$ cat src/rtl/cpu_pkg.sv
// Shared definitions for the 16-bit pipelined CPU: opcodes, branch conditions,
// flag bit positions and the branch-condition evaluator.
package cpu_pkg;

    localparam logic [3:0] OP_ADD    = 4'h0;
    localparam logic [3:0] OP_SUB    = 4'h1;
    localparam logic [3:0] OP_XOR    = 4'h2;
    localparam logic [3:0] OP_RED    = 4'h3;
    localparam logic [3:0] OP_SLL    = 4'h4;
    localparam logic [3:0] OP_SRA    = 4'h5;
    localparam logic [3:0] OP_ROR    = 4'h6;
    localparam logic [3:0] OP_PADDSB = 4'h7;
    localparam logic [3:0] OP_LW     = 4'h8;
    localparam logic [3:0] OP_SW     = 4'h9;
    localparam logic [3:0] OP_LLB    = 4'hA;
    localparam logic [3:0] OP_LHB    = 4'hB;
    localparam logic [3:0] OP_B      = 4'hC;
    localparam logic [3:0] OP_BR     = 4'hD;
    localparam logic [3:0] OP_PCS    = 4'hE;
    localparam logic [3:0] OP_HLT    = 4'hF;

    typedef enum logic [2:0] {
        COND_NE     = 3'd0,
        COND_EQ     = 3'd1,
        COND_GT     = 3'd2,
        COND_LT     = 3'd3,
        COND_GE     = 3'd4,
        COND_LE     = 3'd5,
        COND_OVF    = 3'd6,
        COND_UNCOND = 3'd7
    } cond_e;

    // Flag register layout is {Z,V,N}
    localparam int FLAG_Z = 2;
    localparam int FLAG_V = 1;
    localparam int FLAG_N = 0;

    function automatic logic condTrue(input logic [2:0] cond, input logic [2:0] flags);
        logic z;
        logic v;
        logic n;
        logic result;
        z = flags[FLAG_Z];
        v = flags[FLAG_V];
        n = flags[FLAG_N];
        case (cond_e'(cond))
            COND_NE:  result = ~z;
            COND_EQ:  result = z;
            COND_GT:  result = ~z & ~n;
            COND_LT:  result = n;
            COND_GE:  result = z | ~n;
            COND_LE:  result = z | n;
            COND_OVF: result = v;
            default:  result = 1'b1;
        endcase
        return result;
    endfunction

endpackage

$ cat src/rtl/id_hazard_unit.sv
// Source-register decode and load-use / flag-use stall detection for the ID stage.
// Purely combinational.
module id_hazard_unit
    import cpu_pkg::*;
#(
    parameter int REG_AW = 4
) (
    input  logic              idValid,
    input  logic              halted,
    input  logic [15:0]       instr,
    input  logic              ex_valid,
    input  logic              ex_mem_read,
    input  logic              ex_sets_flags,
    input  logic [REG_AW-1:0] ex_dst,
    output logic [REG_AW-1:0] rs1,
    output logic [REG_AW-1:0] rs2,
    output logic              stall
);

    logic [3:0] opcode;
    logic       use1;
    logic       use2;
    logic       isBranch;
    logic       loadUse;
    logic       flagUse;

    assign opcode = instr[15:12];

    // Port 1 carries rs/base (or the LLB/LHB target), port 2 carries rt or SW data.
    always_comb begin
        use1 = 1'b0;
        use2 = 1'b0;
        rs1  = REG_AW'(instr[7:4]);
        rs2  = REG_AW'(instr[3:0]);
        if (!opcode[3]) begin
            use1 = 1'b1;
            use2 = 1'b1;
        end else begin
            case (opcode)
                OP_LW: use1 = 1'b1;
                OP_SW: begin
                    use1 = 1'b1;
                    use2 = 1'b1;
                    rs2  = REG_AW'(instr[11:8]);
                end
                OP_LLB, OP_LHB: begin
                    use1 = 1'b1;
                    rs1  = REG_AW'(instr[11:8]);
                end
                OP_BR:   use1 = 1'b1;
                default: ;
            endcase
        end
    end

    assign isBranch = (opcode == OP_B) | (opcode == OP_BR);
    assign loadUse  = ex_valid & ex_mem_read & (ex_dst != '0) &
                      ((use1 & (rs1 == ex_dst)) | (use2 & (rs2 == ex_dst)));
    assign flagUse  = isBranch & ex_valid & ex_sets_flags;
    assign stall    = idValid & ~halted & (loadUse | flagUse);

endmodule

$ cat src/rtl/id_stage_pipelined.sv
// Decode stage: IF/ID register, bypassed register file, flag register, hazard
// stalls, branch resolution and sticky halt.
module id_stage_pipelined
    import cpu_pkg::*;
#(
    parameter int DATA_W   = 16,
    parameter int REG_AW   = 4,
    parameter int IMM_W    = 9,
    parameter int BR_SHIFT = 1
) (
    input  logic              clk,
    input  logic              rst_n,
    input  logic              if_valid,
    input  logic [15:0]       if_instr,
    input  logic [DATA_W-1:0] if_pc_next,
    input  logic              ex_valid,
    input  logic              ex_mem_read,
    input  logic              ex_sets_flags,
    input  logic [REG_AW-1:0] ex_dst,
    input  logic [2:0]        flag_we,
    input  logic [2:0]        flag_in,
    input  logic              wb_we,
    input  logic [REG_AW-1:0] wb_dst,
    input  logic [DATA_W-1:0] wb_data,
    output logic              stall,
    output logic              pc_sel,
    output logic [DATA_W-1:0] pc_target,
    output logic              halted,
    output logic              id_valid,
    output logic [3:0]        id_opcode,
    output logic [REG_AW-1:0] id_dst,
    output logic [DATA_W-1:0] id_rdata1,
    output logic [DATA_W-1:0] id_rdata2,
    output logic [DATA_W-1:0] id_imm,
    output logic [DATA_W-1:0] id_pc_next
);

    localparam int NUM_REGS = 2 ** REG_AW;

    logic              validReg;
    logic [15:0]       instrReg;
    logic [DATA_W-1:0] pcReg;
    logic [2:0]        flagsReg;
    logic              haltedReg;
    logic [DATA_W-1:0] regs [1:NUM_REGS-1];

    logic [REG_AW-1:0] rs1;
    logic [REG_AW-1:0] rs2;
    logic [3:0]        opcode;
    logic              isB;
    logic              isBR;
    logic [DATA_W-1:0] immBranch;
    logic [DATA_W-1:0] branchOffset;

    id_hazard_unit #(
        .REG_AW(REG_AW)
    ) hazardUnit (
        .idValid      (validReg),
        .halted       (haltedReg),
        .instr        (instrReg),
        .ex_valid     (ex_valid),
        .ex_mem_read  (ex_mem_read),
        .ex_sets_flags(ex_sets_flags),
        .ex_dst       (ex_dst),
        .rs1          (rs1),
        .rs2          (rs2),
        .stall        (stall)
    );

    // Register 0 has no storage; a same-cycle writeback is forwarded to the reader.
    assign id_rdata1 = (rs1 == '0) ? '0 :
                       (wb_we && wb_dst == rs1) ? wb_data : regs[rs1];
    assign id_rdata2 = (rs2 == '0) ? '0 :
                       (wb_we && wb_dst == rs2) ? wb_data : regs[rs2];

    assign opcode       = instrReg[15:12];
    assign isB          = (opcode == OP_B);
    assign isBR         = (opcode == OP_BR);
    assign immBranch    = {{(DATA_W-IMM_W){instrReg[IMM_W-1]}}, instrReg[IMM_W-1:0]};
    assign branchOffset = immBranch << BR_SHIFT;

    assign id_valid   = validReg & ~stall & ~haltedReg;
    assign pc_sel     = id_valid & (isB | isBR) & condTrue(instrReg[11:9], flagsReg);
    assign pc_target  = isBR ? id_rdata1 : pcReg + branchOffset;
    assign halted     = haltedReg;
    assign id_opcode  = opcode;
    assign id_dst     = REG_AW'(instrReg[11:8]);
    assign id_pc_next = pcReg;

    always_comb begin
        case (opcode)
            OP_B, OP_BR:    id_imm = immBranch;
            OP_LLB, OP_LHB: id_imm = {{(DATA_W-8){1'b0}}, instrReg[7:0]};
            default:        id_imm = {{(DATA_W-4){instrReg[3]}}, instrReg[3:0]};
        endcase
    end

    // IF/ID: a taken branch squashes the wrong-path fetch; a halt freezes the stage.
    always_ff @(posedge clk) begin
        if (!rst_n) begin
            validReg <= 1'b0;
            instrReg <= '0;
            pcReg    <= '0;
        end else if (!haltedReg) begin
            if (pc_sel) begin
                validReg <= 1'b0;
            end else if (!stall) begin
                validReg <= if_valid;
                instrReg <= if_instr;
                pcReg    <= if_pc_next;
            end
        end
    end

    always_ff @(posedge clk) begin
        if (!rst_n) begin
            haltedReg <= 1'b0;
        end else if (id_valid && opcode == OP_HLT) begin
            haltedReg <= 1'b1;
        end
    end

    always_ff @(posedge clk) begin
        if (!rst_n) begin
            flagsReg <= '0;
        end else begin
            for (int i = 0; i < 3; i++) begin
                if (flag_we[i]) flagsReg[i] <= flag_in[i];
            end
        end
    end

    always_ff @(posedge clk) begin
        for (int i = 1; i < NUM_REGS; i++) begin
            if (!rst_n) begin
                regs[i] <= '0;
            end else if (wb_we && wb_dst == REG_AW'(i)) begin
                regs[i] <= wb_data;
            end
        end
    end

endmodule

$ cat config.mk
export PLATFORM = sky130hd
export DESIGN_NAME = id_stage_pipelined
export DESIGN_NICKNAME = d
export VERILOG_FILES = /design/src/rtl/cpu_pkg.sv /design/src/rtl/id_hazard_unit.sv /design/src/rtl/id_stage_pipelined.sv
export SDC_FILE = /design/constraint.sdc
export NUM_CORES = 1
export LEC_CHECK = 0
export CAP_MARGIN = 20
export CORE_MARGIN = 2
export CORE_UTILIZATION = 63
export CTS_CLUSTER_SIZE = 14
export DETAILED_ROUTE_END_ITERATION = 8
export GPL_TIMING_DRIVEN = 0
export HOLD_SLACK_MARGIN = 0.06
export PLACE_DENSITY = 0.87
export SLEW_MARGIN = 10
export SYNTH_ARGS = -nofsm -noshare
export SYNTH_HDL_FRONTEND = slang
export SYNTH_HIERARCHICAL = 1
export SYNTH_SLANG_ARGS = --single-unit
$ cat constraint.sdc
create_clock -name clk -period 8.1 [get_ports clk]
set_input_delay 1.62 -clock clk [delete_from_list [all_inputs] [get_ports clk]]
set_output_delay 1.62 -clock clk [all_outputs]
set_load 0.01 [all_outputs]
-- Word-level counts from Yosys, hierarchy flattened
Memories as Yosys holds them, arrays and structs flattened.
Cells that the tools add are included.
Widths: inputs -> output; s select.
- input bits: 69
- bits in registers: 37
- output and inout bits: 92
- memories: 1
- bits in writable memories: 240
- bitwise operators: 39
- add/sub/neg operators: 1
- muxes and demuxes: 78
- reduce and logical (&&, ||, !) cells: 27
- eq/ne operators: 33
- memory list (name ; words ; bits a word ; read ports ; clocked after Yosys merged registers in ; wr ports ; RTL line ; RTL):
    regs ; 15 ; 16 ; 2 ; 0 ; 15 ; id_stage_pipelined.sv:45 ; logic [DATA_W-1:0] regs [1:NUM_REGS-1];
- operator list (cell ; number):
    $mux 16 ; 20
    $eq 4x4->1 const B ; 15
    $mux 1 ; 52
    $pmux 16 s2 ; 1
    $or 1x1->1 ; 20
    $logic_and 1x1->1 ; 18
    $add 16x16->16 ; 1
    $eq 4x3->1 const B ; 4
    $eq 4x4->1 ; 4
    $mux 4 ; 4
    $and 1x1->1 ; 14
    $eq 3x3->1 const B ; 3
    $eq 4x2->1 const B ; 2
    $logic_not 4->1 ; 2
    $pmux 1 s7 ; 1
    $eq 3x2->1 const B ; 2
    $not 1->1 ; 5
    $reduce_or 5->1 ; 1
    $eq 4x1->1 const B ; 1
    $reduce_bool 4->1 ; 1
    $reduce_or 2->1 ; 2
    $eq 3x1->1 const B ; 1
    $logic_not 3->1 ; 1
    $reduce_and 3->1 ; 1
    other kinds (2) ; 2

-- Depth between registers and ports, before layout
Gate-level depths: netlist of the first run.
- depth after elaboration: 17
- mapped depth: 14

-- Hierarchy
Netlist of the first run, hierarchy kept.
- by module, submodules not included (module ; cells an instance ; area each (µm²) ; instances ; seq. area each (µm²)):
    id_stage_pipelined ; 1220 ; 15925.3 ; 1 ; 7947.6
    id_hazard_unit ; 50 ; 394.1 ; 1 ; 0.0

-- Worst setup path after synthesis of the first run
OpenSTA, ideal clock, no wires.
- kind: input port to output port
- start: input ex_dst[1]
- end: output pc_sel
- data required time: 6480 ps
- stages: 9
- slack: 3182 ps
- data arrival time: 3298 ps
- path through: clkbuf_1 -> xor2_1 -> a2111oi_0 -> a21oi_1 -> o41ai_2 -> nor2_1 -> and4_1 -> nand4_1 -> inv_1
- word-level cells in the longest chain between the ends: 11
- elaborated cells between the ends (all ways): 15
- RTL lines (item ; RTL line ; RTL):
    from (decl) ; id_stage_pipelined.sv:19 ; input logic [REG_AW-1:0] ex_dst,
    $eq 4x4->1 ; id_hazard_unit.sv:58 ; ((use1 & (rs1 == ex_dst)) | (use2 & (rs2 == ex_dst)));
    $and 1x1->1 ; id_hazard_unit.sv:58 ;
    $or 1x1->1 ; id_hazard_unit.sv:58 ;
    $and 1x1->1 * ; id_hazard_unit.sv:57 ; assign loadUse = ex_valid & ex_mem_read & (ex_dst != '0) &
    $or 1x1->1 * ; id_hazard_unit.sv:60 ; assign stall = idValid & ~halted & (loadUse | flagUse);
    $and 1x1->1 * ; id_hazard_unit.sv:60 ;
    net stall ; id_stage_pipelined.sv:25 ; output logic stall,
    $not 1->1 (no source line) * ; -- ;
    $and 1x1->1 * (2 in series) ; id_stage_pipelined.sv:82 ; assign id_valid = validReg & ~stall & ~haltedReg;
    $and 1x1->1 * (2 in series) ; id_stage_pipelined.sv:83 ; assign pc_sel = id_valid & (isB | isBR) & condTrue(instrReg[11:9], flagsReg);
    to (decl) ; id_stage_pipelined.sv:26 ; output logic pc_sel,
The timed path passes the listed nets; every way through them passes the cells marked *.

-- Final worst setup path of the first run
- start: register instrReg[14]
- end: output pc_target[4]
- word-level cells in the longest chain between the ends: 9
- elaborated cells between the ends (all ways): 13
- RTL lines (item ; RTL line ; RTL):
    from (decl) ; id_stage_pipelined.sv:41 ; logic [15:0] instrReg;
    from (signal assigned) ; id_stage_pipelined.sv:109 ; instrReg <= if_instr;
    $eq 4x4->1 ; id_hazard_unit.sv:39 ; case (opcode)
    $reduce_or 2->1 * ; id_hazard_unit.sv:39 ;
    $mux 4 * ; id_hazard_unit.sv:39 ;
    $mux 4 * ; id_hazard_unit.sv:35 ; if (!opcode[3]) begin
    net rs1[1] ; id_stage_pipelined.sv:47 ; logic [REG_AW-1:0] rs1;
    branches (longest 3 deep; another with $mem_v2 15x16) ; -- ;
    $mux 16 * ; id_stage_pipelined.sv:71 ; assign id_rdata1 = (rs1 == '0) ? '0 :
    $mux 16 * ; id_stage_pipelined.sv:84 ; assign pc_target = isBR ? id_rdata1 : pcReg + branchOffset;
    to (decl) ; id_stage_pipelined.sv:27 ; output logic [DATA_W-1:0] pc_target,
Mark *: on every way through the listed nets, which the timed path passes.

==> summary.txt, run 1 <==
Final layout
  • Area grow syn2layout: 18.7%
  • Antenna cells: 0
  • Final instance area: 19,400 um^2
  • Layout cells sized above 1: 0.170
  • Fillers: 1,514
  • Final nets: 1,547

Synth
  • Post-synthesis cell count: 1,270
  • Post-Synthesis Net Count: 1,354
  • Yosys synthesis warning count: 6
  • Mapped cell area: 16,300 um^2
  • Synth async-reset ratio: 0
  • Unique masters post-synth: 64
  • Post-synthesis sequential element count: 277
  • Seq/Total Area, Yosys: 0.487
  • Top_reg_cell synth: edfxtp_1
  • Post-synth EDFFs: 240
  • Avg Cell Area, Syn: 12.8 um^2

Power
  • Tot Pwr: 3.76 mW
  • Worst VDD drop: 0.151 mV
  • Leak: 6.81 nW
  • PwrDens: 194 nW/um^2

Global route
  • Gr usage total: 0.355
  • Largest net degree at the start of global routing: 17
  • First-pass GRT wire length: 70,400 um
  • Initial antenna violation count: 0
  • Vias in the first global route: 11,600
  • Total gr overflow: 0

Critical path
  • Endpoint class of the critical path: primary output
  • Data arrival, critical path: 5.22 ns
  • Startpoint Class: flop
  • WP data required: 6.48 ns
  • CP Class: reg -> out
  • CP max FO: 12

Drt
  • Final wirelength: 47,400 um
  • WL/cell: 26.1 um
  • Detailed-route via count: 12,000
  • Via/cell ratio: 6.60
  • DRC: 0
  • Routed Antenna Nets: 0
  • TritonRoute pass-1 iters: 6
  • DR iter-0 viols: 1,522

Clock tree
  • Clk slew on worst S/H paths: 0.06 ns
  • Post-cts resize count: 0
  • Clock sinks: 277
  • Setup Buffers After CTS: 0
  • CTS Buffer Depth: 3
  • CTS Buf Count: 29
  • TritonCTS clock tree: done
  • Post-CTS Hold Buffers: 0
  • Worst skew pair latency: 0.57 ns
  • H-tree levels: 1
  • CTS Root Buffer Type: clkbuf_16

Timing
  • Clock skew after layout: 0.00590 ns
  • Final WS setup: 1.26 ns
  • Slew Limit Headroom: 0.301
  • Post-layout minimum cycle time: 6.84 ns
  • Setup violations, final: 0
  • Slew Limit Fails: 0
  • Worst hold margin: 0.539 ns
  • Fin. Hold Viols: 0
  • RSZ-0062 raised after global routing: false
  • Worst-Margin Slew: 1.05 ns
  • TNS Setup: 0 ns
  • Crit share post-route: 0.845
  • Max Clk Rate: 146 MHz

Die
  • Starting Density: 0.644
  • Die area: 27,200 um^2
  • Die height: 165 um
  • Die width: 165 um
  • Core region area: 25,300 um^2
  • I/O pins: 161
  • # rows: 58

Placement
  • Routability congestion estimate: 0.992
  • I/O Buffers: 156
  • Post-DP Area: 18,400 um^2
  • Pre-CTS WS: 1.86 ns
  • Final HPWL DP: 36,000 um

Run status
  • Outcome: complete, no violations

Worst hold path
  • Hold WC Path Type: reg -> reg

Run
  • Max-cap viol count: 0
==> layout by cell type (no fill, tap or decap), types with 16 or more instances in the layout <==
cell / Yosys / routed
and2_1: 241 / 241
nor2b_1: 41 / 41
clkdlybuf4s50_1: 0 / 156
buf_2: 18 / 18
nor2_1: 78 / 78
mux2i_1: 86 / 86
clkbuf_1: 66 / 68
clkbuf_16: 0 / 29
buf_4: 25 / 25
dfxtp_1: 37 / 37
edfxtp_1: 240 / 240
a22o_1: 16 / 16
mux4_2: 114 / 114
a21oi_1: 44 / 44
nand2_1: 34 / 34
nand3_1: 17 / 17
xor2_1: 20 / 20
==> final timing paths <==
| path | startpoint | endpoint | slack [ns] | cells past startpoint |
|---|---|---|---|---|
| min reg2reg | flagsReg[1]$_SDFFE_PN0P_ | flagsReg[1]$_SDFFE_PN0P_ | 0.54 | 2 |
| min | flagsReg[1]$_SDFFE_PN0P_ | flagsReg[1]$_SDFFE_PN0P_ | 0.54 | 2 |
| max | instrReg[14]$_SDFFE_PN0P_ | pc_target[4] | 1.26 | 11 |
| max reg2reg | instrReg[14]$_SDFFE_PN0P_ | id_pc_next[13]$_SDFFE_PN0P_ | 4.89 | 12 |
==> cell usage after synthesis, types with 4 or more instances <==
master    number  area (um^2)
and2_1       241         1510
edfxtp_1     240         7210
mux4_2       114         2570
mux2i_1       86          861
nor2_1        78          293
clkbuf_1      66          248
a21oi_1       44          220
nor2b_1       41          257
dfxtp_1       37          741
nand2_1       34          128
o21ai_0       27          135
buf_4         25          188
xor2_1        20          175
buf_2         18         90.1
nand3_1       17         85.1
a22o_1        16          140
ha_1          14          175
mux2_2        12          135
xnor2_1       12          105
inv_1         10         37.5
a21o_1         6         45.0
a31oi_1        6         37.5
nand2b_1       6         37.5
nor3_1         6         30.0
o22ai_1        6         37.5
a211oi_1       5         37.5
mux4_1         5          131
nand3b_1       5         37.5
nor4_1         5         31.3
or3_1          5         31.3
buf_6          4         45.0
o21bai_1       4         30.0
o32ai_1        4         35.0
==> worst max-delay path: stages (launching register included) <==
cell             delay, ns
dfxtp_1               0.63
or2_0                 0.18
clkbuf_1              0.25
mux2_2                0.20
buf_4                 0.19
buf_4                 0.28
clkbuf_1              0.81
mux4_2                0.47
mux4_2                0.48
mux2i_1               0.37
o22ai_1               0.23
clkdlybuf4s50_1       0.55
==> per-stage QoR <==
| stage | util | std cells |
|---|---|---|
| CTS | 0.765 | 1814 |
| floorplan | - | 1270 |
| finish | 0.765 | 1814 |
| detailed placement | 0.728 | 1762 |
| global placement | 0.722 | 1756 |
| global route | 0.765 | 1814 |
==> kinds of logic (layout without fill, tap and decap cells) <==
| logic type | after synthesis | after routing | synth area share |
|---|---|---|---|
| multiplexers | 218 | 218 | 0.227 |
| adder cells (fa/ha/maj) | 15 | 15 | 0.0120 |
| AO/OA/AOI/OAI | 140 | 140 | 0.0560 |
| flip-flops | 277 | 277 | 0.487 |
| XOR/XNOR | 32 | 32 | 0.0172 |
| AND/OR/NAND/NOR | 460 | 460 | 0.161 |
| buffers and inverters | 128 | 342 | 0.0395 |
==> area by class of cell <==
| type | instances | area [um^2] | share of cell area |
|---|---|---|---|
| plain buffers | 117 | 602 | 0.0311 |
| clock buffers | 31 | 733 | 0.0379 |
| clock inverters | 21 | 195 | 0.0101 |
| inverters | 11 | 42.5 | 0.00220 |
| multi-input cells | 865 | 7780 | 0.402 |
| flip-flops and latches | 277 | 7950 | 0.410 |
| well taps | 330 | 413 | 0.0213 |
| repair buffers | 162 | 1650 | 0.0853 |
==> power by group <==
| part | switching [mW] | internal, mW | leakage [nW] |
|---|---|---|---|
| Sequential | 0.0611 | 1.64 | 2.61 |
| Combinational | 0.374 | 0.361 | 3.75 |
| Clock | 0.578 | 0.750 | 0.453 |
==> flip-flops by register name, indices dropped and copies added (netlist names) <==
signal,flops
flagsReg,3
halted,1
validReg,1
instrReg,16
regs,240
id_pc_next,16
==> per-layer routing <==
metal / wire length [um] / vias up / GRT usage
met2: 23400 / 843 / 0.614
met3: 5380 / 144 / 0.0753
li1: - / 5124 / -
met5: 0 / - / 0
met4: 1770 / 0 / 0.123
met1: 16900 / 5858 / 0.447
(Power assumes the default switching activity.)
==> run 2, diff against run 1 <==
--- a/config.mk
+++ b/config.mk
@@ -7,12 +7,12 @@
 export LEC_CHECK = 0
 export CAP_MARGIN = 20
 export CORE_MARGIN = 2
-export CORE_UTILIZATION = 63
+export CORE_UTILIZATION = 53
 export CTS_CLUSTER_SIZE = 14
 export DETAILED_ROUTE_END_ITERATION = 8
 export GPL_TIMING_DRIVEN = 0
 export HOLD_SLACK_MARGIN = 0.06
-export PLACE_DENSITY = 0.87
+export PLACE_DENSITY = 0.78
 export SLEW_MARGIN = 10
 export SYNTH_ARGS = -nofsm -noshare
 export SYNTH_HDL_FRONTEND = slang
==> constraint.sdc (replaced) <==
create_clock -name clk -period 5.7 [get_ports clk]
set_input_delay 1.14 -clock clk [delete_from_list [all_inputs] [get_ports clk]]
set_output_delay 1.14 -clock clk [all_outputs]
set_load 0.01 [all_outputs]
==> run 2 against run 1 <==
  * Design area grew 2.2%
  * Cell count up 4.5%
  * First-iteration DRC count is 14% higher
  * Largest cell class unchanged
  * Die area grew 18%
  * Highest routed layer unchanged
  * Clock-buffer cell count increased by 3
  * Core utilization down 11 points
  * Wire length is 3.9% higher
  * Total power is 50% higher
  * Register-to-register slack lost 2.4 ns
  * Via count is 0.16% higher
  * Non-clock buffer count grew 11
==> summary.txt, run 2 (synthesized netlist as in run 1, its figures left out) <==
Run status
  • Outcome: complete, no violations

Clock tree
  • H-tree levels: 1
  • CTS Buf Count: 30
  • Worst skew pair latency: 0.57 ns
  • TritonCTS clock tree: done
  • Clock sinks: 277
  • Post-CTS Hold Buffers: 0
  • CTS Buffer Depth: 3
  • Clk slew on worst S/H paths: 0.07 ns
  • CTS Root Buffer Type: clkbuf_16

Worst hold path
  • Hold Startpoint: validReg$_SDFFE_PN0P_
  • Hold WC Path Type: reg -> reg
  • Worst Hold End: validReg$_SDFFE_PN0P_
  • Worst hold stages: 2

Power
  • Worst VDD drop: 0.232 mV
  • Tot Pwr: 5.62 mW
  • PwrDens: 284 nW/um^2
  • Leak: 6.99 nW

Drt
  • Via/cell ratio: 6.33
  • Routed Antenna Nets: 0
  • DRC: 0
  • DR iter-0 viols: 1,731
  • Final wirelength: 49,300 um
  • Detailed-route via count: 12,000
  • TritonRoute pass-1 iters: 7
  • WL/cell: 26.0 um

Global route
  • Gr usage total: 0.303
  • Vias in the first global route: 11,900
  • Total gr overflow: 0
  • Initial antenna violation count: 0
  • Largest net degree at the start of global routing: 17
  • First-pass GRT wire length: 73,600 um

Critical path
  • CP Class: reg -> out
  • CP max FO: 10
  • Critical path's slowest cell: clkdlybuf4s50_1
  • Worst path bufs/invs: 5
  • Critical R2R Capture: instrReg[7]$_SDFFE_PN0P_
  • R2R Setup Slk: 2.45 ns
  • Startpoint Class: flop
  • WP data required: 4.56 ns
  • CP peak stage delay: 0.50 ns
  • R2R cell count: 12
  • Endpoint class of the critical path: primary output
  • Data arrival, critical path: 4.49 ns
  • CP Cell Sequence: nand2_1 -> or2_0 -> clkbuf_1 -> mux2_2 -> buf_4 -> buf_4 -> clkbuf_2 -> mux4_2 -> mux4_2 -> mux2i_1 -> o2bb2ai_1 -> clkdlybuf4s50_1
  • Critical path's top delay family: buffers and inverters
  • RR Startpoint: instrReg[12]$_SDFFE_PN0P_

Placement
  • Final HPWL DP: 37,100 um
  • Pre-CTS WS: 0.162 ns
  • Routability congestion estimate: 0.940
  • I/O Buffers: 156

Die
  • # rows: 64
  • Die area: 32,200 um^2
  • Starting Density: 0.536
  • I/O pins: 161
  • Die width: 179 um
  • Die height: 179 um
  • Core region area: 30,400 um^2

Timing
  • Slew Limit Fails: 0
  • Worst-Margin Slew: 0.869 ns
  • Setup violations, final: 0
  • Post-layout minimum cycle time: 5.63 ns
  • Crit share post-route: 0.988
  • Final WS setup: 0.0711 ns
  • Slew Limit Headroom: 0.420
  • RSZ-0062 raised after global routing: false
  • TNS Setup: 0 ns
  • Max Clk Rate: 178 MHz
  • Clock skew after layout: 0.0108 ns
  • Fin. Hold Viols: 0

Final layout
  • Commonest non-fill, non-tap cell in the layout: and2_1
  • Final nets: 1,559
  • Layout cells sized above 1: 0.187
  • Area grow syn2layout: 21.3%
  • Commonest non-fill, non-tap cells in the layout: 241 x and2_1, 240 x edfxtp_1, 156 x clkdlybuf4s50_1
  • Antenna cells: 0
  • Max reg flops: 240
  • Biggest register: regs

Run
  • Max-cap viol count: 0
run 2: metrics by stage:
step           hold WS, ns  area [um^2]   util  instances
3_5_place_dp         0.514        18700  0.613       1837
6_report             0.539        19800  0.650       1895
3_3_place_gp         0.506        18400  0.604       1822
2_1_floorplan        0.481        16300      -       1270
4_1_cts              0.529        19800  0.650       1893
5_1_grt              0.585        19800  0.650       1895
run 2: worst register-to-register path: cells and delay by family, from the launching register on:
| family | cells | cell delay (ns) |
|---|---|---|
| simple gates | 7 | 1.36 |
| mux | 2 | 0.61 |
| flops | 1 | 0.48 |
| compound gates | 1 | 0.13 |
| buf+inv | 1 | 0.39 |
| xor+xnor | 1 | 0.19 |
run 2: layout make-up:
cell class | count | area (um^2)
plain buffers | 117 | 623
flip-flops and latches | 277 | 7950
fillers | 2257 | 10600
multi-input cells | 865 | 7800
clock inverters | 22 | 299
well taps | 396 | 495
inverters | 11 | 42.5
clock buffers | 34 | 787
repair buffers | 173 | 1790
run 2: metal layers:
metal  vias up  part of all wire  global-route usage
met5         -                 0                   0
met4         0             0.041               0.113
met1      5921              0.38               0.394
li1       5151                 -                   -
met2       788              0.48               0.509
met3       128              0.10              0.0567
run 2: power breakdown:
part | leakage, nW | internal (mW) | switching, mW
Sequential | 2.61 | 2.32 | 0.0843
Combinational | 3.86 | 0.526 | 0.546
Clock | 0.523 | 1.31 | 0.836
run 2: how the worst max path moves through the flow:
stage	from	end	slack (ns)	cells after the start
2_1_floorplan	instrReg[14]$_SDFFE_PN0P_	pc_target[8]	1.60	12
3_3_place_gp	instrReg[14]$_SDFFE_PN0P_	pc_target[4]	0.19	11
3_5_place_dp	instrReg[14]$_SDFFE_PN0P_	pc_target[4]	0.16	11
4_1_cts	instrReg[12]$_SDFFE_PN0P_	id_rdata2[13]	0.0008	11
5_1_grt	instrReg[12]$_SDFFE_PN0P_	id_rdata2[12]	0.0004	11
6_report	instrReg[13]$_SDFFE_PN0P_	pc_target[6]	0.07	12
run 2: timing repair:
| action | in CTS | in global routing |
|---|---|---|
| resized for setup | 10 | 14 |
| pin swaps | 0 | 1 |
| buffers inserted | 0 | 2 |
| setup endpoints to repair | 31 | 31 |
